<file path="src/rtl/scarv_cop_issue_pkg.sv">
// Shared types and constants for the coprocessor issue block: FSM encoding,
// writeback status codes and the custom opcodes routed to the coprocessor.
package scarv_cop_issue_pkg;

  typedef enum logic [1:0] {
    StIdle = 2'd0,
    StReq  = 2'd1,
    StWait = 2'd2,
    StWb   = 2'd3
  } issue_state_e;

  localparam logic [2:0] WbCodeOk      = 3'b000;
  localparam logic [2:0] WbCodeIllegal = 3'b110;
  localparam logic [2:0] WbCodeTimeout = 3'b111;

  localparam logic [6:0] OpCustom0 = 7'b0001011;
  localparam logic [6:0] OpCustom1 = 7'b0101011;
  localparam logic [6:0] OpCustom2 = 7'b1011011;

  function automatic logic is_cop_opcode(input logic [6:0] opcode);
    return (opcode == OpCustom0) || (opcode == OpCustom1) || (opcode == OpCustom2);
  endfunction

endpackage

</file>
<file path="src/rtl/scarv_cop_issue.sv">
// Issues one custom instruction at a time to a coprocessor, waits for its
// response (with timeout and flush handling) and presents a writeback record.
module scarv_cop_issue
  import scarv_cop_issue_pkg::*;
#(
  parameter int unsigned TIMEOUT = 255
) (
  input  logic        g_clk,
  input  logic        g_reset,
  input  logic        pl_valid,
  output logic        pl_ready,
  input  logic [31:0] pl_insn,
  input  logic [31:0] pl_rs1,
  input  logic        pl_flush,
  output logic        cop_req,
  input  logic        cop_ack,
  output logic [31:0] cop_insn,
  output logic [31:0] cop_rs1,
  input  logic        cop_rsp,
  output logic        cop_rsp_ack,
  input  logic [2:0]  cop_result,
  input  logic        cop_wen,
  input  logic [4:0]  cop_waddr,
  input  logic [31:0] cop_wdata,
  output logic        wb_valid,
  input  logic        wb_ready,
  output logic [2:0]  wb_code,
  output logic        wb_wen,
  output logic [4:0]  wb_waddr,
  output logic [31:0] wb_wdata
);

  localparam int unsigned CntW = $clog2(TIMEOUT + 1);
  localparam logic [CntW-1:0] CntMax = CntW'(TIMEOUT);

  issue_state_e    state_q, state_d;
  logic [CntW-1:0] cnt_q, cnt_d;
  logic            discard_q, discard_d;
  logic [31:0]     insn_q, insn_d;
  logic [31:0]     rs1_q, rs1_d;
  logic [2:0]      code_q, code_d;
  logic            wen_q, wen_d;
  logic [4:0]      waddr_q, waddr_d;
  logic [31:0]     wdata_q, wdata_d;

  logic [CntW-1:0] cnt_inc;
  logic            timeout_hit;
  logic            discard_next;

  // Counter value after the current REQ/WAIT cycle; saturates at TIMEOUT.
  assign cnt_inc     = (cnt_q == CntMax) ? cnt_q : cnt_q + 1'b1;
  assign timeout_hit = (cnt_inc == CntMax);

  always_comb begin
    state_d      = state_q;
    cnt_d        = cnt_q;
    discard_d    = discard_q;
    insn_d       = insn_q;
    rs1_d        = rs1_q;
    code_d       = code_q;
    wen_d        = wen_q;
    waddr_d      = waddr_q;
    wdata_d      = wdata_q;
    discard_next = discard_q | pl_flush;

    unique case (state_q)
      StIdle: begin
        if (pl_valid && !pl_flush) begin
          insn_d    = pl_insn;
          rs1_d     = pl_rs1;
          cnt_d     = '0;
          discard_d = 1'b0;
          if (is_cop_opcode(pl_insn[6:0])) begin
            state_d = StReq;
          end else begin
            code_d  = WbCodeIllegal;
            wen_d   = 1'b0;
            waddr_d = '0;
            wdata_d = '0;
            state_d = StWb;
          end
        end
      end

      StReq: begin
        cnt_d = cnt_inc;
        if (pl_flush) begin
          state_d = StIdle;
        end else if (cop_ack && cop_rsp) begin
          code_d  = cop_result;
          wen_d   = cop_wen && (cop_result == WbCodeOk);
          waddr_d = cop_waddr;
          wdata_d = cop_wdata;
          state_d = StWb;
        end else if (timeout_hit) begin
          code_d  = WbCodeTimeout;
          wen_d   = 1'b0;
          waddr_d = '0;
          wdata_d = '0;
          state_d = StWb;
        end else if (cop_ack) begin
          state_d = StWait;
        end
      end

      StWait: begin
        cnt_d     = cnt_inc;
        discard_d = discard_next;
        // A flushed instruction still drains its response, then vanishes.
        if (cop_rsp) begin
          if (discard_next) begin
            state_d = StIdle;
          end else begin
            code_d  = cop_result;
            wen_d   = cop_wen && (cop_result == WbCodeOk);
            waddr_d = cop_waddr;
            wdata_d = cop_wdata;
            state_d = StWb;
          end
        end else if (timeout_hit) begin
          if (discard_next) begin
            state_d = StIdle;
          end else begin
            code_d  = WbCodeTimeout;
            wen_d   = 1'b0;
            waddr_d = '0;
            wdata_d = '0;
            state_d = StWb;
          end
        end
      end

      StWb: begin
        if (pl_flush || wb_ready) begin
          state_d = StIdle;
        end
      end

      default: state_d = StIdle;
    endcase
  end

  always_ff @(posedge g_clk or posedge g_reset) begin
    if (g_reset) begin
      state_q   <= StIdle;
      cnt_q     <= '0;
      discard_q <= 1'b0;
      insn_q    <= '0;
      rs1_q     <= '0;
      code_q    <= '0;
      wen_q     <= 1'b0;
      waddr_q   <= '0;
      wdata_q   <= '0;
    end else begin
      state_q   <= state_d;
      cnt_q     <= cnt_d;
      discard_q <= discard_d;
      insn_q    <= insn_d;
      rs1_q     <= rs1_d;
      code_q    <= code_d;
      wen_q     <= wen_d;
      waddr_q   <= waddr_d;
      wdata_q   <= wdata_d;
    end
  end

  assign pl_ready    = (state_q == StIdle);
  assign cop_req     = (state_q == StReq);
  assign cop_rsp_ack = (state_q == StWait);
  assign wb_valid    = (state_q == StWb);
  assign cop_insn    = insn_q;
  assign cop_rs1     = rs1_q;
  assign wb_code     = code_q;
  assign wb_wen      = wen_q;
  assign wb_waddr    = waddr_q;
  assign wb_wdata    = wdata_q;

endmodule

</file>
<file path="config.mk">
export PLATFORM = sky130hd
export DESIGN_NAME = scarv_cop_issue
export DESIGN_NICKNAME = d
export VERILOG_FILES = /design/src/rtl/scarv_cop_issue_pkg.sv /design/src/rtl/scarv_cop_issue.sv
export SDC_FILE = /design/constraint.sdc
export NUM_CORES = 1
export LEC_CHECK = 0
export ABC_CLOCK_PERIOD_IN_PS = 7100
export CORE_MARGIN = 2
export CORE_UTILIZATION = 45
export CTS_CLUSTER_DIAMETER = 30
export DETAILED_ROUTE_END_ITERATION = 10
export PLACE_DENSITY = 0.93
export SYNTH_ARGS = -nofsm -noshare
export SYNTH_HDL_FRONTEND = slang
export SYNTH_SLANG_ARGS = --single-unit
</file>
<file path="constraint.sdc">
create_clock -name g_clk -period 7.1 [get_ports g_clk]
set_input_delay 1.42 -clock g_clk [delete_from_list [all_inputs] [get_ports g_clk]]
set_output_delay 1.42 -clock g_clk [all_outputs]
set_load 0.1 [all_outputs]
</file>
==> results of run 1 <==
## cell usage after synthesis (2+ instances only)
cell and instances:
and2_1 3, a22o_1 37, dfrtp_1 116, buf_6 3, clkbuf_1 14, ha_1 5, mux2_2 66, mux2i_1 3
nor2b_1 2, o21ai_0 11, o21bai_1 2, o2bb2ai_1 3, buf_2 2, nor3_1 2, a21oi_1 17, inv_1 8
nor2_1 12, nand4_1 3, nand3_1 5, nand2_1 11, a31oi_1 3, and3_1 3, nand2b_1 3
## state kept, by name, indices dropped and copies added, names as in the netlist
name / count
cop_insn: 32
wb_wdata: 32
cop_rs1: 32
wb_wen: 1
state_q: 2
cnt_q: 8
discard_q: 1
wb_waddr: 5
wb_code: 3
## area by class of cell
cell class,count,area (um^2),area share
Sequential cell,116,2900,0.376
Timing Repair Buffer,224,2230,0.289
Multi-Input combinational cell,210,1740,0.225
Clock buffer,23,477,0.0617
Clock inverter,9,173,0.0224
Tap cell,136,170,0.0220
Inverter,8,32.5,0.00421
## cells by family after synthesis
family,count (synthesis),share of synthesized area
AO/OA/AOI/OAI,84,0.129
adder cells (fa/ha/maj),5,0.0131
buffers and inverters,27,0.0265
flip-flops,116,0.609
multiplexers,69,0.162
AND/OR/NAND/NOR,52,0.0598
## metrics by stage
step	util	cells	hold slack, ns
2_1_floorplan	-	353	0.478
3_3_place_gp	0.685	694	0.479
3_5_place_dp	0.685	694	0.483
4_1_cts	0.748	726	0.500
5_1_grt	0.748	726	0.512
6_report	0.748	726	0.497
## routing by layer
metal / GRT usage / share of wire
met4: 0.121 / 0.039
met1: 0.256 / 0.36
met5: 0 / 0
met3: 0.0675 / 0.064
met2: 0.420 / 0.54
## worst max-delay path, stage by stage (launching register included)
cell and delay, ns:
dfrtp_1 0.42, inv_1 0.10, ha_1 0.42, clkdlybuf4s50_1 1.22
## final timing paths
kind	start	to	slack, ns	cells after the start
max	state_q[0]$_DFFE_PP0P_	pl_ready	2.99	3
min	wb_wen$_DFFE_PP0P_	wb_wen$_DFFE_PP0P_	0.50	1
max reg2reg	cnt_q[0]$_DFFE_PP0P_	wb_wdata[10]$_DFFE_PP0P_	4.27	8
min reg2reg	wb_wen$_DFFE_PP0P_	wb_wen$_DFFE_PP0P_	0.50	1
max in group asynchronous	g_reset	wb_wdata[21]$_DFFE_PP0P_	4.53	3
min in group asynchronous	g_reset	cop_rs1[6]$_DFFE_PP0P_	1.36	2
==> flow_summary.toml, run 1 <==
[cells_and_area]
nFillCells = 656
final_cell_mix = "clkdlybuf4s50_1, dfrtp_1, mux2_2"
area_growth_pct = 62.0
fin_area_um2 = 7720
nNetsFinal = 694
drive_gt1_frac = 0.173
antenna_cells = 0
layout_commonest_cell = "clkdlybuf4s50_1"

[critical_path]
worstPathMaxFanout = 10
cp.required_ns = 5.68
cp-end-kind = "output port"
worstPathArrival_ns = 2.69
path_class = "register to output port"
crit_path_start_kind = "register"

[clock_network]
clock-sinks = 116
cts.clk_slew.worst_paths_ns = 0.06
ctsResizeCount = 0
cts_buffer_depth = 2
hold_buffers = 0
ctsHtreeMaxLevel = 4
cts_tree = "yes"
cts_setup_buffers = 0
cts_root_buf = "clkbuf_8"
numCtsBuffers = 17
clk_latency_ns = 0.52

[synthesis]
avgSynthCellArea_um2 = 13.5
synth-async-reset-ratio = 1.00
syn-cell-area_um2 = 4770
ys.flop_type = "dfrtp_1"
synth-edff-count = 0
synth_top_area_frac = 0.609
yosysSeqAreaShare = 0.609
ys_seq_elements = 116
synth_cell_type_count = 42
yosys.area.top_type = "dfrtp_1"
synth_cells = 353
yosys_warnings = 0
yosys-top-cells-area = "dfrtp_1, mux2_2, a22o_1"
syn_nets = 470

[floorplanning]
start_util = 0.462
core_area_um2 = 10300
die_area_um2 = 11400
row_count = 37
pin_count = 221
fp.dieH_um = 107
die_w_um = 107

[timing]
fin_ws_ns = 2.99
fin_tns_setup_ns = 0
period_share = 0.578
slew_headroom = 0.307
fin_crit_ns = 4.11
drv_slew = 0
hold_viol = 0
setup_viol = 0
finalClockSkew_ns = 0.00812
tightest_slew_ns = 1.04
fmax_mhz = 243
rsz0062_at_grt = "false"

[placed_design]
port_buffers = 220
dpl-instance-area_um2 = 7080
place.gp.congestion = 0.865
place_ws_ns = 3.25
dp_hpwl_um = 9380

[grt]
antenna_found_initial = 0
grt_overflow = 0
grt_pass1_wl_um = 20500
grt_max_degree = 66
grt_pass1_vias = 4076
track_usage = 0.236

[drt]
wirelength_um = 13200
drtIter0Drc = 151
ant_nets = 0
first_pass_iters = 4
drt_drc_violations_left = 0
vias_per_cell = 5.26
dr_total_vias = 3821
routedWlPerCell_um = 18.1

[outcome]
status = "complete, no violations"

[worst_hold_path]
min_path_type = "register to register"

[job]
max_cap_violations = 0
Power of run 1 is left out: the tool's default activity adds up to more than one toggle a clock period on the data nets, which glitch-free logic cannot reach.
==> run 2, diff against run 1 <==
Settings changed: ABC_CLOCK_PERIOD_IN_PS 7100 to 3860, CORE_UTILIZATION 45 to 41, PLACE_DENSITY 0.93 to 0.87.
Clock period 7.1 ns to 3.86 ns, I/O delays scaled along.
==> run 2 against run 1 <==
  * Critical path depth is 5 higher
  * Die area increased by 9.4%
  * Register-to-register slack worse by 3.2 ns
  * Global-route usage shrank 2.6 points
  * Via count grew 1.6%
  * Non-clock buffer count unchanged
  * Sequential share of layout area about the same
  * Largest cell class unchanged
  * Cell area barely moved
  * Worst setup slack worse by 2.0 ns
  * Routed wire length is 0.73% lower
  * Critical endpoint is now wb_wdata[27]$_DFFE_PP0P_
  * Clock skew down 0.0028 ns
  * Sequential cell count unchanged
==> flow_summary.toml, run 2 (synthesized netlist as in run 1, its figures left out) <==
[outcome]
status = "complete, no violations"

[cells_and_area]
fin_area_um2 = 7730
final_cell_mix = "clkdlybuf4s50_1, dfrtp_1, mux2_2"
layout_commonest_cell = "clkdlybuf4s50_1"
utilization = 0.680
nFillCells = 801
drive_gt1_frac = 0.182
area_growth_pct = 62.2
antenna_cells = 0
stdcell_count = 732
nNetsFinal = 694

[placed_design]
dp_cells = 701
dp_hpwl_um = 9280
dpl-instance-area_um2 = 7100
port_buffers = 220
place.gp.congestion = 0.852

[clock_network]
ctsHtreeMaxLevel = 4
cts_setup_buffers = 0
ctsResizeCount = 0
clk_latency_ns = 0.40
cts_tree = "yes"
cts.clk_slew.worst_paths_ns = 0.05
clock-sinks = 116
numCtsBuffers = 17
cts_buffer_depth = 2
hold_buffers = 0
cts_root_buf = "clkbuf_16"

[drt]
drt_drc_violations_left = 0
first_pass_iters = 4
drtIter0Drc = 215
wl_met2_um = 6950
dr_total_vias = 3882
routedWlPerCell_um = 17.9
wl_met3_um = 854
top_layer = "met4"
wirelength_um = 13100
wl_met1_um = 4690
vias_per_cell = 5.30
ant_nets = 0

[timing]
rsz0062_at_grt = "false"
fmax_mhz = 350
drv_slew = 0
slew_headroom = 0.307
fin_crit_ns = 2.86
setup_viol = 0
period_share = 0.741
fin_tns_setup_ns = 0
tightest_slew_ns = 1.04
hold_viol = 0
finalClockSkew_ns = 0.00534

[floorplanning]
die_w_um = 112
fp.dieH_um = 112
start_util = 0.419
pin_count = 221
core_area_um2 = 11400
row_count = 39
die_area_um2 = 12500

[critical_path]
worstPathMaxFanout = 37
path_class = "input pin to register"
cp-end-kind = "register"
worstPathArrival_ns = 3.19
crit_path_start_kind = "input pin"
cp.required_ns = 4.19

[worst_hold_path]
min_path_type = "register to register"

[grt]
grt_overflow = 0
grt_pass1_vias = 4213
grt_max_degree = 64
track_usage = 0.211
antenna_found_initial = 0
grt_pass1_wl_um = 20900

[job]
max_cap_violations = 0
run 2: changes by cell type in the layout (fill, tap and decap cells not counted):
cell,change
clkbuf_16,+1
clkdlybuf4s50_1,-4
clkbuf_8,-3
bufinv_16,-1
buf_4,+2
clkinv_4,+2
clkbuf_1,-2
buf_12,+2
clkinv_2,-2
clkinvlp_4,+4
run 2: routing by layer:
layer	vias to the layer above	GRT usage
met3	42	0.0637
met1	1929	0.229
met5	-	0
li1	1741	-
met4	0	0.126
met2	170	0.363
run 2: critical path, stage by stage:
cell and delay (ns):
clkdlybuf4s50_1 0.44, nor2b_1 0.15, a21oi_1 0.16, nor3_1 0.10, nor4_1 0.62, nor4b_4 0.32, buf_4 0.39, a22o_1 0.21
run 2: per-stage QoR:
stage / hold slack (ns) / worst slack [ns]
floorplan: 0.478 / 0.0156
global placement: 0.482 / 0.803
detailed placement: 0.480 / 0.641
CTS: 0.505 / 1.03
global route: 0.509 / 0.851
finish: 0.500 / 1.00
run 2: path summary, 6_finish.rpt:
kind                                         start                       end  slack [ns]  depth (start not counted)
max                                     pl_insn[6]  wb_wdata[27]$_DFFE_PP0P_        1.00                          8
min                        cop_rs1[27]$_DFFE_PP0P_   cop_rs1[27]$_DFFE_PP0P_        0.50                          1
max reg2reg                   cnt_q[0]$_DFFE_PP0P_  wb_wdata[27]$_DFFE_PP0P_        1.02                          8
min reg2reg                cop_rs1[27]$_DFFE_PP0P_   cop_rs1[27]$_DFFE_PP0P_        0.50                          1
max in group asynchronous                  g_reset  cop_insn[14]$_DFFE_PP0P_        2.22                          3
min in group asynchronous                  g_reset  cop_insn[20]$_DFFE_PP0P_        0.88                          2
run 2: area by class of cell:
type                       count  area, um^2  area share
multi-input combinational    210        1740       0.225
sequential                   116        2900       0.375
clock inverter                12         180      0.0233
timing repair buffer         224        2250       0.291
tap                          143         179      0.0231
clock buffer                  19         453      0.0586
inverter                       8        32.5     0.00421
Power of run 2 is left out for the same reason.
==> run 3, diff against run 2 <==
Settings changed: ABC_CLOCK_PERIOD_IN_PS 3860 to 2650.
Clock period 3.86 ns to 2.65 ns, I/O delays scaled along.
==> run 3 against run 2 <==
  * Sequential share of layout area is 0.56 points higher
  * First-iteration DRC count is 27% lower
  * Die area stayed put
  * Worst setup slack worse by 0.96 ns
  * Routed wire length is 1.7% lower
  * Worst hold slack better by 0.0022 ns
  * Cell area is 1.5% lower
  * Highest routed layer unchanged
==> flow_summary.toml, run 3 (synthesized netlist as in run 1, its figures left out) <==
[timing]
period_share = 0.985
setup_viol = 0
tightest_slew_ns = 0.688
fin_crit_ns = 2.61
hold_viol = 0
finalClockSkew_ns = 0.00841
fin_ws_ns = 0.0410
slew_headroom = 0.540
drv_slew = 0
fmax_mhz = 383

[clock_network]
cts_tree = "yes"
cts_buffer_depth = 2
clk_latency_ns = 0.41
numCtsBuffers = 17
cts.clk_slew.worst_paths_ns = 0.05
cts_root_buf = "clkbuf_16"
ctsHtreeMaxLevel = 4
hold_buffers = 0
clock-sinks = 116

[grt]
top_usage_layer = "met2"
antenna_found_initial = 0
grt_pass1_wl_um = 21000
grt_use_met2 = 0.366
grtUsageMet1 = 0.237
grt_max_degree = 51
grt_overflow = 0
track_usage = 0.211
grt_pass1_vias = 4134
grt_use_met3 = 0.0691

[placed_design]
dp_cells = 708
place_ws_ns = 0.00163
place.gp.congestion = 0.862
port_buffers = 220
dp_hpwl_um = 9170

[worst_hold_path]
hp-start = "cop_insn[31]$_DFFE_PP0P_"
hold_depth = 1
min_path_type = "register to register"
hold-path-endpoint = "cop_insn[31]$_DFFE_PP0P_"

[job]
max_cap_violations = 0

[floorplanning]
row_count = 39
core_area_um2 = 11400
fp.dieH_um = 112
die_area_um2 = 12500
start_util = 0.419
die_w_um = 112
pin_count = 221

[critical_path]
r2r-end = "wb_wdata[5]$_DFFE_PP0P_"
cp.required_ns = 2.99
r2r-start = "cnt_q[0]$_DFFE_PP0P_"
reg2reg_depth = 9
reg2reg_slack_ns = 0.04
path_class = "register to register"
worstPathMaxFanout = 9
worstPathArrival_ns = 2.95
crit_path_start_kind = "register"
cp-end-kind = "register"

[cells_and_area]
final_cell_mix = "dfrtp_1, buf_4, clkdlybuf4s50_1"
stdcell_count = 743
seq_area_um2 = 2900
area_growth_pct = 59.8
multiInputGateArea_um2 = 1770
antenna_cells = 0
nNetsFinal = 704
utilization = 0.670
nFillCells = 824
drive_gt1_frac = 0.378

[drt]
dr_total_vias = 3845
vias_per_cell = 5.17
ant_nets = 0
wirelength_um = 12900
drtIter0Drc = 156
routedWlPerCell_um = 17.3
first_pass_iters = 4
drt_drc_violations_left = 0

[outcome]
status = "complete, no violations"
==> run 3: cell count changes in the layout (fill, tap and decap cells not counted) <==
cell / before / now
buf_12: 2 / 5
buf_4: 6 / 116
buf_6: 0 / 1
bufinv_16: 4 / 2
clkbuf_16: 17 / 18
clkbuf_8: 2 / 7
clkdlybuf4s50_1: 216 / 111
clkinv_2: 1 / 4
clkinv_4: 2 / 0
clkinvlp_4: 5 / 3
ha_1: 5 / 1
ha_2: 0 / 2
ha_4: 0 / 2
inv_4: 1 / 0
==> run 3: final cells by class <==
class | instances | share of cell area
Inverter | 8 | 0.00443
Clock inverter | 8 | 0.0125
Timing Repair Buffer | 234 | 0.278
Sequential cell | 116 | 0.381
Clock buffer | 24 | 0.0685
Multi-Input combinational cell | 210 | 0.232
Tap cell | 143 | 0.0235
==> run 3: through the flow <==
stage          hold WS [ns]  cell area (um^2)  setup TNS (ns)
4_1_cts               0.504              7560               0
3_3_place_gp          0.488              6950               0
6_report              0.502              7620               0
2_1_floorplan         0.478              4790               0
3_5_place_dp          0.488              6950               0
5_1_grt               0.515              7620         -0.0515
==> run 3: timing repair <==
| action | in CTS | in global routing |
|---|---|---|
| resized for setup | 1 | 1 |
| setup buffers | 0 | 1 |
| pin swaps | 0 | 2 |
| setup endpoints to repair | 8 | 39 |
| cloned | 0 | 2 |
==> run 3: routing by layer <==
layer	part of all wire	routed length (um)	vias up
met2	0.52	6620	169
li1	-	-	1764
met1	0.38	4930	1874
met3	0.069	891	38
met4	0.032	405	0
met5	0	0	-
==> run 3: worst max path at each step <==
stage / from / slack (ns) / cells after the start / to
2_1_floorplan: state_q[0]$_DFFE_PP0P_ / 0.006 / 10 / wb_code[1]$_DFFE_PP0P_
3_3_place_gp: pl_insn[6] / 0.07 / 10 / wb_waddr[3]$_DFFE_PP0P_
3_5_place_dp: pl_insn[6] / 0.002 / 10 / wb_wdata[14]$_DFFE_PP0P_
4_1_cts: cnt_q[1]$_DFFE_PP0P_ / 0.005 / 8 / wb_wdata[14]$_DFFE_PP0P_
5_1_grt: cnt_q[0]$_DFFE_PP0P_ / -0.01 / 9 / wb_wdata[0]$_DFFE_PP0P_
6_report: cnt_q[0]$_DFFE_PP0P_ / 0.04 / 9 / wb_wdata[5]$_DFFE_PP0P_
==> run 3: worst max-delay path, cell delays in order, from the launching register on <==
cell and delay [ns]:
dfrtp_1 0.41, buf_4 0.17, and2_1 0.17, or3_1 0.35, a311o_1 0.33, o31a_1 0.31, nor4b_4 0.31, buf_4 0.20
clkbuf_16 0.16, a22o_1 0.13
Power of run 3 is left out for the same reason.
